## src/rtl/uart_brg_mc.sv

```systemverilog
// uart_brg_mc: multi-channel fractional-N baud rate generator.
// A single adder is time-shared across NCHAN phase accumulators, one slot
// per clk in round-robin order. The carry out of a channel's add becomes its
// one-cycle 16x-oversample clock-enable.

// One channel: holds the phase accumulator and the registered carry.
module uart_brg_lane #(
  parameter int ACCW = 32
) (
  input  logic            clk,
  input  logic            rst,
  input  logic            sel,     // this channel owns the current slot
  input  logic            en,
  input  logic            resync,
  input  logic [ACCW:0]   sum,     // shared adder result, meaningful when sel
  output logic [ACCW-1:0] acc,
  output logic            pulse
);
  // Accumulator update; a resync overrides the slot update and suppresses its carry.
  always_ff @(posedge clk or posedge rst) begin
    if (rst) begin
      acc   <= '0;
      pulse <= 1'b0;
    end else begin
      pulse <= 1'b0;
      if (en && resync) begin
        acc <= {1'b1, {(ACCW-1){1'b0}}};
      end else if (sel) begin
        if (!en) begin
          acc <= '0;
        end else begin
          acc   <= sum[ACCW-1:0];
          pulse <= sum[ACCW];
        end
      end
    end
  end
endmodule

module uart_brg_mc #(
  parameter int NCHAN  = 8,
  parameter int ACCW   = 32,
  parameter int CLKFRQ = 50000000,
  parameter int CLKDIV = 16
) (
  input  logic               clk,
  input  logic               rst,
  input  logic [4*NCHAN-1:0] speed,
  input  logic [NCHAN-1:0]   chanEN,
  input  logic [NCHAN-1:0]   resync,
  input  logic               tblWR,
  input  logic [3:0]         tblADDR,
  input  logic [ACCW-1:0]    tblDATA,
  output logic [NCHAN-1:0]   brgCLKEN
);
  localparam int SW = (NCHAN > 1) ? $clog2(NCHAN) : 1;

  // Standard rates in tenths of a baud so 134.5 stays integral.
  function automatic longint unsigned rate_x10(input int i);
    case (i)
      0:       return 64'd500;
      1:       return 64'd750;
      2:       return 64'd1100;
      3:       return 64'd1345;
      4:       return 64'd1500;
      5:       return 64'd3000;
      6:       return 64'd6000;
      7:       return 64'd12000;
      8:       return 64'd18000;
      9:       return 64'd20000;
      10:      return 64'd24000;
      11:      return 64'd36000;
      12:      return 64'd48000;
      13:      return 64'd72000;
      14:      return 64'd96000;
      default: return 64'd1152000;
    endcase
  endfunction

  // Rounded increment per rate, saturated to the accumulator width.
  function automatic logic [15:0][ACCW-1:0] dflt_tbl();
    logic [15:0][ACCW-1:0] t;
    longint unsigned num, den, q, mx;
    mx  = (64'd1 << ACCW) - 64'd1;
    den = 64'(CLKFRQ) * 64'd10;
    for (int i = 0; i < 16; i++) begin
      num  = (64'd1 << ACCW) * 64'(CLKDIV) * 64'(NCHAN) * rate_x10(i);
      q    = (num + den / 64'd2) / den;
      t[i] = (q > mx) ? mx[ACCW-1:0] : q[ACCW-1:0];
    end
    return t;
  endfunction

  localparam logic [15:0][ACCW-1:0] DFLT = dflt_tbl();

  logic [SW-1:0]               slot;
  logic [15:0][ACCW-1:0]       tbl;
  logic [NCHAN-1:0][ACCW-1:0]  acc;
  logic [NCHAN-1:0][3:0]       spd;
  logic [NCHAN-1:0]            pulse;
  logic [ACCW:0]               sum;

  assign spd = speed;

  // Shared adder: current slot's accumulator plus its selected increment.
  assign sum = {1'b0, acc[slot]} + {1'b0, tbl[spd[slot]]};

  // Round-robin slot counter.
  always_ff @(posedge clk or posedge rst) begin
    if (rst)                         slot <= '0;
    else if (slot == SW'(NCHAN - 1)) slot <= '0;
    else                             slot <= slot + 1'b1;
  end

  // Increment table; the adder sees the old entry on the write edge.
  always_ff @(posedge clk or posedge rst) begin
    if (rst)        tbl <= DFLT;
    else if (tblWR) tbl[tblADDR] <= tblDATA;
  end

  for (genvar k = 0; k < NCHAN; k++) begin : g_lane
    uart_brg_lane #(.ACCW(ACCW)) u_lane (
      .clk    (clk),
      .rst    (rst),
      .sel    (slot == SW'(k)),
      .en     (chanEN[k]),
      .resync (resync[k]),
      .sum    (sum),
      .acc    (acc[k]),
      .pulse  (pulse[k])
    );
  end

  assign brgCLKEN = pulse;
endmodule
```

## config.mk

```make
export PLATFORM = sky130hd
export DESIGN_NAME = uart_brg_mc
export DESIGN_NICKNAME = d
export VERILOG_FILES = /design/src/rtl/uart_brg_mc.sv
export SDC_FILE = /design/constraint.sdc
export NUM_CORES = 2
export LEC_CHECK = 0
export CELL_PAD_IN_SITES_DETAIL_PLACEMENT = 0
export CELL_PAD_IN_SITES_GLOBAL_PLACEMENT = 2
export CORE_MARGIN = 1
export CORE_UTILIZATION = 48
export CTS_BUF_LIST = sky130_fd_sc_hd__clkbuf_2
export CTS_CLUSTER_DIAMETER = 120
export DETAILED_ROUTE_END_ITERATION = 8
export HOLD_SLACK_MARGIN = 0.05
export PLACE_DENSITY = 0.91
export SLEW_MARGIN = 20
export SYNTH_ARGS = -nofsm -noshare
export SYNTH_HDL_FRONTEND = slang
export SYNTH_HIERARCHICAL = 1
export SYNTH_SLANG_ARGS = --single-unit
```

## constraint.sdc

```tcl
create_clock -name clk -period 41.1 [get_ports clk]
set_input_delay 10.275 -clock clk [delete_from_list [all_inputs] [get_ports clk]]
set_output_delay 10.275 -clock clk [all_outputs]
set_load 0.1 [all_outputs]
```

==> metrics.md <==
| Metric | Value |
|---|---|
| RSZ-0062 raised after global routing | `no` |
| Number of global-route vias before repair | `29,174` |
| Core ar. | `79,100 um2` |
| Post-synthesis register bit count | `779` |
| Die Footprint | `81,200 um2` |
| Worst skew pair latency | `1.47 ns` |
| Global Route Usage Sum | `27.6%` |
| Number of setup buffers added after CTS | `0` |
| Final net count | `3,594` |
| DR WL met3 | `8.06 mm` |
| Area of the mapped netlist | `38,500 um2` |
| Ys flop type | `dfrtp_1` |
| Max-Cap Viols | `0` |
| Async set-reset flop share out of synthesis | `100%` |
| Worst setup path start | `speed[5]` |
| WP data required | `42.37 ns` |
| EDFF count, synth | `0` |
| TritonCTS clock tree | `yes` |
| HPWL after DPL | `62.2 mm` |
| Status | `completed` |
| Die width | `285 um` |
| Crit path top cell by count | `a221o_1` |
| Non-filler cells, final | `4,694` |
| Skew final | `0.133 ns` |
| Total gr overflow | `0` |
| Clk pin slew, worst setup/hold paths | `0.10 ns` |
| Worst Setup End Kind | `flip-flop` |
| Lkg Pwr | `18.2 nW` |
| Crit path DAT | `16.72 ns` |
| Hold_buf cts | `0` |
| Critical-path top delay cell | `xnor2_1` |
| Fin crit period | `15.45 ns` |
| Post-route ant nets | `0` |
| WL met2 | `52.2 mm` |
| Most common cell after layout, fill and taps aside | `dfrtp_1` |
| Hold/Removal Path Class | `flip-flop to flip-flop` |
| WL final | `111 mm` |
| Final setup viols | `0` |
| Largest net degree at the start of global routing | `185` |
| Share of post-route cells with drive strength above 1 | `33.8%` |
| CP Max Fanout | `184` |
| CP Class | `input pin to flip-flop` |
| Initial Util | `48.6%` |
| Drt pass-1 iters | `6` |
| Netlist cell types | `56` |
| WL per Instance | `23.7 um` |
| Syn Area/Cell | `11.3 um2` |
| Mapped Nets | `3,525` |
| Final core occ | `52.8%` |
| Period utilization | `37.6%` |
| Peak supply drop | `0.0224 mV` |
| Worst path cell trace | `clkdlybuf4s50_1, mux4_2, mux2i_4, buf_4, buf_12, and2_1, a211oi_1, a31oi_1, a221o_1, fa_1, a21o_1, a221o_1, a211oi_2, o21ai_0, a22oi_1, o21ai_1, xnor2_1, nand3_1, a21oi_1` |
| I/O pin total | `95` |
| I/O Buffers | `94` |
| Setup Total Neg Slack | `0 ns` |
| Htree depth | `4` |
| Fillers | `7,056` |
| Final Hold Fails | `0` |
| Slew HR | `13.1%` |
| Num CTS Buffers | `201` |
| Pins Over Slew Limit | `0` |
| Reg-to-Reg Start | `slot[1]` |
| Die H | `285 um` |
| Initial antenna violation count | `7` |
| Starting DRT DRC Count | `2,764` |
| Commonest non-fill, non-tap cells in the layout | `dfrtp_1, mux2_2, nand2_1` |
| Global-route wire length before repair | `173 mm` |
| Vias/cell | `6.02` |
| Post-synthesis cell count | `3,398` |
| Pwr/cell area | `44.9 nW/um2` |
| Root Driver | `clkbuf_2` |
| Startpoint class of the critical path | `input pin` |
| Syn. warnings | `6` |
| Critical Path Max Stage Delay | `0.68 ns` |
| Post-CTS sizing | `0` |
| Metal-1 WL | `48.3 mm` |
| Placed insts | `4,314` |
| Fmax | `64.7 MHz` |
| Via Count | `28,260` |
| Max Root-Sink Buffers | `3` |
| GPL Wtd Cong | `0.836` |
| CTS Sinks | `779` |
| Row count | `103` |
| Top routing layer used | `met5` |
| # DRC | `0` |
| Synth-to-Final Area Change | `8.70%` |
| Register area share after synthesis | `51.4%` |
| Slew @ Worst Pin | `1.30 ns` |
| Hold Startpoint | `tbl[445]` |
flip-flops by register name, summed over array words and instances (netlist names):
register,flops
g_lane.u_lane/acc,256
tbl,512
g_lane.u_lane/pulse,8
slot,3
logic make-up after synthesis:
kind of cell | after synthesis | share of synthesized area, %
AOI/OAI and AO/OA | 623 | 11.0
xor gates and xnor gates | 28 | 0.638
buffers and inverters | 316 | 4.07
muxes | 589 | 19.4
adders and majority gates | 40 | 1.32
DFF | 779 | 51.4
and+or+nand+nor | 1023 | 12.2
stage by stage:
stage               hold slack, ns  setup WS [ns]  instance area (um2)  total power, mW
global route                 0.515          25.49                41800             1.98
detailed placement           0.477          24.40                39900             1.34
CTS                          0.507          25.86                41800             1.89
global placement             0.477          24.54                39900             1.31
finish                       0.502          25.65                41800             1.88
floorplan                    0.461          16.80                38500             1.24
worst max-delay path: cells and delay by family:
| kind | cells | cell delay (ns) |
|---|---|---|
| XOR/XNOR | 1 | 0.68 |
| adder cells (fa/ha/maj) | 1 | 0.46 |
| AND/OR/NAND/NOR | 2 | 0.62 |
| buffers and inverters | 3 | 1.15 |
| multiplexers | 2 | 0.37 |
| AO/OA/AOI/OAI | 10 | 2.71 |
worst paths after layout:
check                           cells past startpoint  slack, ns                        to
worst max register to register                     18      33.89  g_lane[1].u_lane/acc[28]
worst max-delay path                               19      25.65  g_lane[1].u_lane/acc[28]
min in group asynchronous                           2       9.35    g_lane[7].u_lane/pulse
worst min-delay path                                1       0.50                  tbl[445]
max in group asynchronous                           4      28.84                   slot[1]
worst min register to register                      1       0.50                  tbl[445]
power breakdown:
part | switching, mW | internal [mW] | total [mW]
sequential | 0.0653 | 0.929 | 0.995
combinational | 0.172 | 0.158 | 0.330
clock | 0.336 | 0.217 | 0.553
total | 0.573 | 1.30 | 1.88
layer usage:
metal / global-route usage [%] / up-vias
li1: - / 12342
met1: 38.4 / 14527
met2: 42.9 / 1167
met3: 5.78 / 218
met4: 9.71 / 6
met5: 0 / -
synthesized netlist by cell type, types with 65 or more instances:
master / n / share of area [%]
a211oi_1: 67 / 1.3
clkbuf_1: 152 / 1.5
nor2_1: 219 / 2.1
nand3_1: 182 / 2.4
a21oi_1: 156 / 2.0
mux4_2: 72 / 4.2
a22o_1: 136 / 3.1
dfstp_2: 215 / 15
nand2b_1: 119 / 1.9
mux2_2: 513 / 15
a31oi_1: 65 / 1.1
and2_1: 76 / 1.2
dfrtp_1: 564 / 37
nand2_1: 384 / 3.7
cell type report:
cell class                 instances  area (um2)  area share, %
antenna                            6        15.0         0.0359
clock buffer                     319        1600           3.82
clock inverter                    55         315          0.754
inverter                          34         135          0.323
multi-input combinational       2303       17300           41.3
sequential                       779       19800           47.3
tap                             1050        1310           3.14
timing repair buffer             148        1380           3.31
Note: power is estimated with default switching activity, not from simulation.
